<file path="config.mk">
export PLATFORM = sky130hd
export DESIGN_NAME = bin_operand_parser
export DESIGN_NICKNAME = d
export VERILOG_FILES = /design/src/rtl/bin_operand_parser.sv
export SDC_FILE = /design/constraint.sdc
export NUM_CORES = 1
export LEC_CHECK = 0
export BUFFER_PORTS_ARGS = -buffer_cell sky130_fd_sc_hd__buf_2
export CAP_MARGIN = 25
export CORE_ASPECT_RATIO = 0.7
export CORE_MARGIN = 10
export CORE_UTILIZATION = 55
export CTS_CLUSTER_DIAMETER = 150
export CTS_CLUSTER_SIZE = 28
export DETAILED_ROUTE_END_ITERATION = 10
export GPL_TIMING_DRIVEN = 0
export HOLD_SLACK_MARGIN = 0.08
export PLACE_DENSITY = 0.76
export SLEW_MARGIN = 40
export SYNTH_ARGS = -nofsm -noshare
export SYNTH_HDL_FRONTEND = slang
export SYNTH_SLANG_ARGS = --single-unit
</file>
<file path="constraint.sdc">
create_clock -name clk -period 4.8 [get_ports clk]
set_input_delay 0.72 -clock clk [delete_from_list [all_inputs] [get_ports clk]]
set_output_delay 0.72 -clock clk [all_outputs]
set_load 0.01 [all_outputs]
</file>
<file path="src/rtl/bin_operand_parser.sv">
// bin_operand_parser: turns an ASCII stream such as "1010,0111\n" into two
// WIDTH-bit operands with per-operand error flags, handed downstream over a
// valid/ready handshake.
// Optional build macro: LEADING_ZERO_SKIP_EN -- leading '0' digits are
// accepted without counting toward the WIDTH digit limit.
//
// state | meaning
// S_OP1 | shifting digits into operand 1
// S_OP2 | shifting digits into operand 2
// S_OUT | result presented, waiting for out_ready
module bin_operand_parser #(
  parameter int WIDTH = 4
) (
  input  logic             clk,
  input  logic             reset,
  input  logic [7:0]       in_char,
  input  logic             in_valid,
  output logic             in_ready,
  output logic [WIDTH-1:0] op1,
  output logic [WIDTH-1:0] op2,
  output logic             err1,
  output logic             err2,
  output logic             out_valid,
  input  logic             out_ready
);

  localparam int CW = $clog2(WIDTH + 1);
  localparam logic [CW-1:0] CNT_MAX = CW'(WIDTH);

  localparam logic [7:0] CH_0     = 8'h30;
  localparam logic [7:0] CH_1     = 8'h31;
  localparam logic [7:0] CH_MINUS = 8'h2D;
  localparam logic [7:0] CH_COMMA = 8'h2C;
  localparam logic [7:0] CH_LF    = 8'h0A;

  typedef enum logic [1:0] {
    S_OP1 = 2'd0,
    S_OP2 = 2'd1,
    S_OUT = 2'd2
  } state_t;

  state_t           r_state;
  logic [WIDTH-1:0] r_acc1, r_acc2;
  logic [CW-1:0]    r_cnt1, r_cnt2;
  logic             r_seen1, r_seen2;
  logic             r_err1, r_err2;
  logic [WIDTH-1:0] r_op1, r_op2;

  state_t           w_state_nxt;
  logic [WIDTH-1:0] w_acc1_nxt, w_acc2_nxt;
  logic [CW-1:0]    w_cnt1_nxt, w_cnt2_nxt;
  logic             w_seen1_nxt, w_seen2_nxt;
  logic             w_err1_nxt, w_err2_nxt;

  // The active operand is selected once so the per-character rules are
  // written a single time and written back to whichever operand is live.
  logic             w_accept;
  logic             w_sel2;
  logic [WIDTH-1:0] w_acc_cur, w_acc_upd;
  logic [CW-1:0]    w_cnt_cur, w_cnt_upd;
  logic             w_seen_cur, w_seen_upd;
  logic             w_err_set;
  logic             w_miss2;

  assign in_ready  = !reset && (r_state != S_OUT);
  assign out_valid = !reset && (r_state == S_OUT);
  assign op1       = r_op1;
  assign op2       = r_op2;
  assign err1      = r_err1;
  assign err2      = r_err2;

  assign w_accept   = in_valid && in_ready;
  assign w_sel2     = (r_state == S_OP2);
  assign w_acc_cur  = w_sel2 ? r_acc2  : r_acc1;
  assign w_cnt_cur  = w_sel2 ? r_cnt2  : r_cnt1;
  assign w_seen_cur = w_sel2 ? r_seen2 : r_seen1;

  // Next-state and per-character operand update.
  always_comb begin
    w_state_nxt = r_state;
    w_acc1_nxt  = r_acc1;
    w_acc2_nxt  = r_acc2;
    w_cnt1_nxt  = r_cnt1;
    w_cnt2_nxt  = r_cnt2;
    w_seen1_nxt = r_seen1;
    w_seen2_nxt = r_seen2;
    w_err1_nxt  = r_err1;
    w_err2_nxt  = r_err2;
    w_acc_upd   = w_acc_cur;
    w_cnt_upd   = w_cnt_cur;
    w_seen_upd  = w_seen_cur;
    w_err_set   = 1'b0;
    w_miss2     = 1'b0;

    case (r_state)
      S_OP1, S_OP2: begin
        if (w_accept) begin
          case (in_char)
            CH_0, CH_1: begin
              if (w_cnt_cur < CNT_MAX) begin
                w_acc_upd  = {w_acc_cur[WIDTH-2:0], in_char[0]};
                w_seen_upd = 1'b1;
`ifdef LEADING_ZERO_SKIP_EN
                if (!((in_char == CH_0) && (w_cnt_cur == '0))) begin
                  w_cnt_upd = w_cnt_cur + CW'(1);
                end
`else
                w_cnt_upd = w_cnt_cur + CW'(1);
`endif
              end else begin
                // too many digits: keep the value, saturate the count
                w_err_set = 1'b1;
              end
            end
            CH_MINUS: w_err_set = 1'b1;
            CH_COMMA: begin
              if (w_sel2) begin
                w_err_set = 1'b1;
              end else begin
                w_err_set   = !w_seen_cur;
                w_state_nxt = S_OP2;
              end
            end
            CH_LF: begin
              w_err_set   = !w_seen_cur;
              w_miss2     = !w_sel2;
              w_state_nxt = S_OUT;
            end
            default: w_err_set = 1'b1;
          endcase
        end

        if (w_sel2) begin
          w_acc2_nxt  = w_acc_upd;
          w_cnt2_nxt  = w_cnt_upd;
          w_seen2_nxt = w_seen_upd;
          w_err2_nxt  = r_err2 | w_err_set;
        end else begin
          w_acc1_nxt  = w_acc_upd;
          w_cnt1_nxt  = w_cnt_upd;
          w_seen1_nxt = w_seen_upd;
          w_err1_nxt  = r_err1 | w_err_set;
          w_err2_nxt  = r_err2 | w_miss2;
        end
      end
      S_OUT: begin
        if (out_ready) begin
          w_state_nxt = S_OP1;
          w_acc1_nxt  = '0;
          w_acc2_nxt  = '0;
          w_cnt1_nxt  = '0;
          w_cnt2_nxt  = '0;
          w_seen1_nxt = 1'b0;
          w_seen2_nxt = 1'b0;
          w_err1_nxt  = 1'b0;
          w_err2_nxt  = 1'b0;
        end
      end
      default: w_state_nxt = S_OP1;
    endcase
  end

  // State and operand registers; result operands latch on entry to S_OUT.
  always_ff @(posedge clk) begin
    if (reset) begin
      r_state <= S_OP1;
      r_acc1  <= '0;
      r_acc2  <= '0;
      r_cnt1  <= '0;
      r_cnt2  <= '0;
      r_seen1 <= 1'b0;
      r_seen2 <= 1'b0;
      r_err1  <= 1'b0;
      r_err2  <= 1'b0;
      r_op1   <= '0;
      r_op2   <= '0;
    end else begin
      r_state <= w_state_nxt;
      r_acc1  <= w_acc1_nxt;
      r_acc2  <= w_acc2_nxt;
      r_cnt1  <= w_cnt1_nxt;
      r_cnt2  <= w_cnt2_nxt;
      r_seen1 <= w_seen1_nxt;
      r_seen2 <= w_seen2_nxt;
      r_err1  <= w_err1_nxt;
      r_err2  <= w_err2_nxt;
      if ((w_state_nxt == S_OUT) && (r_state != S_OUT)) begin
        r_op1 <= w_err1_nxt ? '0 : w_acc1_nxt;
        r_op2 <= w_err2_nxt ? '0 : w_acc2_nxt;
      end
    end
  end

endmodule
</file>
==> impl_metrics.ini, run 1 <==
[run_status]
status = finished clean

[global_route]
first_global_vias = 1501
grt_usage = 0.167
grt-ovfl-total = 0
antenna_found_initial = 0
grt_max_degree = 17
grt_pass1_wl_um = 7690

[layout]
finalInstanceArea_um2 = 1880
diodes = 0
layout-drive-gt1-share = 0.213
syn_to_final_growth_pct = 14.6
nets = 226

[cts]
htreeDepth = 1
clk-insertion-delay-late_ns = 0.28
clock_sinks = 28
cts_buffers = 3
clockBufferDepth = 2
clock-root-buffer = clkbuf_8
ctsResizeCount = 0
postCtsSetupBuffers = 0
holdBufCountCts = 0
cts_tree = done
clkTransAtPathRegs_ns = 0.10

[routing]
num_vias = 1582
drc = 0
via_per_inst = 6.51
routed_wl_um = 4660
wl_per_cell_um = 19.2
drt_iter0_drc = 176
drt_first_pass_iters = 4
ant_nets = 0

[place]
gp_congestion = 0.901
dpl.hpwl_um = 3590
place_area_um2 = 1800
dp_worst_setup_slack_ns = 1.92
port_buffers = 23

[sta]
setup-violations-final = 0
rsz0062_at_grt = false
fmax_mhz = 335
min_period_ns = 2.98
slew_viol_final = 0
finalCritPeriodShare = 0.621
worst_pin_slew_ns = 0.618
setup_tns_ns = 0
slew_headroom = 0.584
setup_ws_ns = 1.82
hold_violations = 0
finClkSkew_ns = 0.00903

[floorplan]
start_util = 0.581
core-area_um2 = 2820
boundaryPins = 24
rows = 16
die_w_um = 85.3
die_h_um = 65.7
die-area_um2 = 5600

[setup_path]
crit_required_ns = 4.98
cp.arrival_ns = 3.16
cp-end-kind = flop
worst-setup-path-type = flop to flop
cp_max_fo = 10
startpoint_type = flop

[flow_run]
maxCapViolations = 0

[synthesis]
ys_seq_elements = 28
synth_cell_type_count = 53
postSynthCellCount = 180
yosysSeqAreaShare = 0.342
async_reset_ff_frac = 0
yosysWarnings = 0
syn_area_um2 = 1640
synth_fp_nets = 198
synthFlopType = dfxtp_1
avgSynthCellArea_um2 = 9.11
synth_edf_count = 0

[power_and_ir_drop]
ir_drop_v = 0.000246
p_leak_nw = 0.704
power_density_nw_per_um2 = 239

[min_path]
hold_path_class = flop to flop
Yosys cell counts (all sizes together) (5+ instances only):
master  instances  area (um^2)
inv             5         18.8
dfxtp          28          561
nand2          10         37.5
clkbuf         10         37.5
o21ai           5         25.0
mux2            6         67.6
mux2i           6         60.1
ha              6         75.1
a21oi           5         25.0
nor2b           5         31.3
nor2           20         75.1
a22oi           7         52.6
o31ai           6         45.0
o311ai          6         52.6
layer usage:
layer  track usage  wire (um)  vias to the layer above  part of all wire
li1              -          -                      744                 -
met1         0.215       2010                      751              0.43
met2         0.267       2130                       81              0.46
met3        0.0480        470                        6              0.10
met4        0.0430         44                        0            0.0094
met5             0          0                        -                 0
sequential cells by signal, indices dropped and copies added (netlist names), 2 cells and up:
register  cells
op1           4
op2           4
r_acc1        4
r_acc2        4
r_cnt1        3
r_cnt2        3
r_state       2
through the flow:
step	power, mW	hold slack, ns	util	cells
final	0.450	0.462	0.666	243
after floorplan	0.252	0.433	-	180
after global placement	0.264	0.442	0.638	239
after CTS	0.450	0.463	0.663	243
after global routing	0.467	0.486	0.666	243
after detailed placement	0.265	0.448	0.638	239
cell usage in the layout (no fill, tap or decap), types with 2 or more instances in the layout:
cell and n:
o31ai_1 6, a22oi_1 7, nand3_1 4, inv_1 5
clkbuf_8 3, a32o_1 4, o311ai_0 3, clkbuf_1 10
buf_2 24, nand3b_1 2, o41ai_2 2, a21o_1 2
mux2_2 6, nor2b_1 5, nand2_1 10, or3_1 3
o21ai_0 4, dfxtp_1 28, and2_1 2, nand4_1 3
mux2i_1 6, ha_1 6, nor2_1 20, a21oi_1 5
nor4_1 3, nor3b_1 2, or3b_1 2, o311ai_1 2
final timing paths:
kind | slack, ns | cells after the start | to | from
min | 0.46 | 2 | r_cnt1[1]$_SDFFE_PP0P_ | r_cnt1[1]$_SDFFE_PP0P_
max | 1.82 | 8 | op1[0]$_SDFFE_PP0P_ | r_state[0]$_SDFF_PP0_
min reg2reg | 0.46 | 2 | r_cnt1[1]$_SDFFE_PP0P_ | r_cnt1[1]$_SDFFE_PP0P_
max reg2reg | 1.82 | 8 | op1[0]$_SDFFE_PP0P_ | r_state[0]$_SDFF_PP0_
area by class of cell:
class                           count  area, um^2
Sequential cell                    28         561
Tap cell                           36        45.0
Timing Repair Buffer               23         115
Inverter                            5        18.8
Fill cell                         224         943
Clock buffer                        3        41.3
Multi-Input combinational cell    136        1030
Buffer                             11        42.5
Clock inverter                      1        30.0
cells by family (layout without fill, tap and decap cells):
| family | Yosys count | count (layout) | synth area share |
|---|---|---|---|
| adder cells (fa/ha/maj) | 6 | 6 | 0.0458 |
| AO/OA/AOI/OAI | 49 | 49 | 0.246 |
| buffers and inverters | 16 | 43 | 0.0374 |
| flip-flops | 28 | 28 | 0.342 |
| AND/OR/NAND/NOR | 68 | 68 | 0.246 |
| XOR/XNOR | 1 | 1 | 0.00534 |
| multiplexers | 12 | 12 | 0.0778 |
power by group:
group,internal [mW],switching [mW],total [mW]
combinational,0.00988,0.0174,0.0273
clock,0.112,0.0778,0.190
sequential,0.233,0.000388,0.233
total,0.354,0.0956,0.450
critical path, stage by stage (launching register included):
cell	delay, ns
dfxtp_1	0.49
inv_1	0.11
ha_1	0.23
clkbuf_1	0.23
nor3b_1	0.50
nand4_1	0.42
mux2_2	0.42
a32o_1	0.26
a32o_1	0.21
Note: power is estimated with default switching activity, not from simulation.
==> run 2, diff against run 1 <==
ABC_AREA = 1   (was unset)
CORE_UTILIZATION = 51   (was 55)
PLACE_DENSITY = 0.74   (was 0.76)
clock period = 2.4 ns   (was 4.8 ns; I/O delays follow)
==> run 2 against run 1 <==
Global-route usage decreased by 2.4 points; fmax is 36% higher; first-iteration DRC count increased by 4.5%; register-to-register slack got worse by 1.6 ns; power up 100%; critical path type unchanged; synthesized area is 6.7% higher; flip-flop and latch count unchanged; final cell count up 40%.
==> impl_metrics.ini, run 2 <==
[global_route]
grt_max_degree = 17
grt-ovfl-total = 0
grt_usage = 0.143
first_global_vias = 1609
grt_pass1_wl_um = 7660
antenna_found_initial = 0

[sta]
setup_tns_ns = 0
fmax_mhz = 454
setup-violations-final = 0
slew_headroom = 0.595
finalCritPeriodShare = 0.917
hold_violations = 0
worst_pin_slew_ns = 0.607
setup_ws_ns = 0.199
rsz0062_at_grt = false
finClkSkew_ns = 0.00702
slew_viol_final = 0
min_period_ns = 2.20

[layout]
nets = 311
syn_to_final_growth_pct = 13.7
final_common_cell = nand2_1
fill_cells = 303
diodes = 0
mostFrequentLayoutCells = nand2_1 (78), inv_1 (31), dfxtp_1 (28)
layout-drive-gt1-share = 0.209

[power_and_ir_drop]
p_switching_mw = 0.192
combinationalPowerShare = 0.065
ir_drop_v = 0.000376
switching_share = 0.213
power_density_nw_per_um2 = 453
intPower_mw = 0.710
clock_power_share = 0.416
p_leak_nw = 0.917
seqPwrFrac = 0.518

[synthesis]
synth_top_area_frac = 0.320
async_reset_ff_frac = 0
yosysTopAreaCell = dfxtp_1
synth-simple-area-share = 0.359
synthAdderAreaFrac = 0.0429
synth_edf_count = 0
yosysSeqAreaShare = 0.320
synthXorXnorAreaFrac = 0
synth_mux_area_frac = 0
ys_top_cells_by_area = dfxtp_1 (32%), nand2_1 (17%), inv_1 (6.6%), a21oi_1 (6.6%), nand3_1 (6.0%)
yosysWarnings = 0
synthTopCellsByCount = nand2_1 (78), inv_1 (31), dfxtp_1 (28), a21oi_1 (23), nand3_1 (21)
syn_area_um2 = 1750
synthFlopType = dfxtp_1
avgSynthCellArea_um2 = 6.58
synth_top_family_by_area = simple AND/OR/NAND/NOR gates
postSynthCellCount = 266
synth.most_common_cell = nand2_1
ys_seq_elements = 28
synth-compound-area-share = 0.169
synth_cell_type_count = 28
synth_fp_nets = 284

[cts]
clock_sinks = 28
ctsResizeCount = 0
htreeDepth = 1
clock-root-buffer = clkbuf_8
clkTransAtPathRegs_ns = 0.10
clockBufferDepth = 2
cts_tree = done
holdBufCountCts = 0
cts_buffers = 3
postCtsSetupBuffers = 0
clk-insertion-delay-late_ns = 0.28

[setup_path]
cp-startpoint = r_state[1]$_SDFF_PP0_
critPathTopFamily = compound AO/OA/AOI/OAI gates
reg2reg_from = r_state[1]$_SDFF_PP0_
timing.reg2reg.setup_slack_ns = 0.20
worst-setup-path-type = flop to flop
cp_max_fo = 10
cp-end-kind = flop
cp_cell_sequence = inv_1 -> ha_1 -> buf_6 -> buf_2 -> o21ai_0 -> inv_1 -> ha_1 -> o21ai_0 -> a21oi_1
cp.arrival_ns = 2.35
startpoint_type = flop
cp_num_buf_inv = 4
cpMaxStageDelayCell = dfxtp_1
max_stage_delay_ns = 0.44
crit_required_ns = 2.55

[routing]
drt_first_pass_iters = 4
drc = 0
ant_nets = 0
highest_layer = met4
dr_wl_met2_um = 1770
routed_wl_um = 4410
wl_met1_um = 2290
num_vias = 1714
wl_met3_um = 302
drt_iter0_drc = 184
via_per_inst = 5.06
wl_per_cell_um = 13.0

[run_status]
status = finished clean

[place]
dp_worst_setup_slack_ns = 0.243
port_buffers = 22
gp_congestion = 0.893
dpl.hpwl_um = 3470

[flow_run]
maxCapViolations = 0

[min_path]
hold_start = reset
hold_path_class = primary input to flop

[floorplan]
rows = 17
die-area_um2 = 6210
die_w_um = 90.0
boundaryPins = 24
core-area_um2 = 3210
start_util = 0.545
die_h_um = 69.0
## run 2: cell types whose count changed in the layout (fill, tap and decap cells not counted), sizes merged, moves of 6 or more
cell	change
a21oi	+24
a22oi	-7
clkbuf	-8
inv	+32
mux2	-6
mux2i	-6
nand2	+71
nand3	+19
nor2	+6
o21ai	+15
o311ai	-6
o31ai	-6
## run 2: cell families after synthesis
logic type	count (synthesis)
adder cells (fa/ha/maj)	6
flip-flops	28
buffers and inverters	44
AND/OR/NAND/NOR	137
AO/OA/AOI/OAI	51
## run 2: area by class of cell
class                      count  area, um^2  area share
sequential                    28         561       0.282
tap                           47        58.8      0.0295
inverter                      39         155      0.0779
timing repair buffer          22         110      0.0553
clock buffer                   3        41.3      0.0207
buffer                         5        35.0      0.0176
multi-input combinational    194        1000       0.502
clock inverter                 1        30.0      0.0151
## run 2: path summary, 6_finish.rpt
path	endpoint	cells past startpoint
setup / recovery	r_cnt1[1]$_SDFFE_PP0P_	9
setup reg to reg	r_cnt1[1]$_SDFFE_PP0P_	9
hold / removal	r_acc1[1]$_SDFF_PP0_	2
hold reg to reg	r_seen2$_SDFFE_PP0P_	2
## run 2: per-layer routing
layer,up-vias,GRT usage
li1,898,-
met1,758,0.207
met2,50,0.197
met3,8,0.0366
met4,0,0.0418
met5,-,0
## run 2: power by group through the flow
stage	registers [mW]	clock network [mW]	logic (mW)
after detailed placement	0.478	0	0.0587
after CTS	0.468	0.388	0.0588
final	0.467	0.376	0.0590
after floorplan	0.479	0	0.0359
after global routing	0.468	0.404	0.0665
after global placement	0.478	0	0.0573
## run 2: per-stage QoR
step	std cells	power (mW)	hold slack (ns)	instance area [um^2]	util
after floorplan	266	0.514	0.444	1750	-
after global placement	335	0.536	0.456	1920	0.598
after detailed placement	335	0.537	0.456	1920	0.598
after CTS	339	0.914	0.306	1990	0.620
after global routing	339	0.938	0.302	1990	0.620
final	339	0.902	0.310	1990	0.620
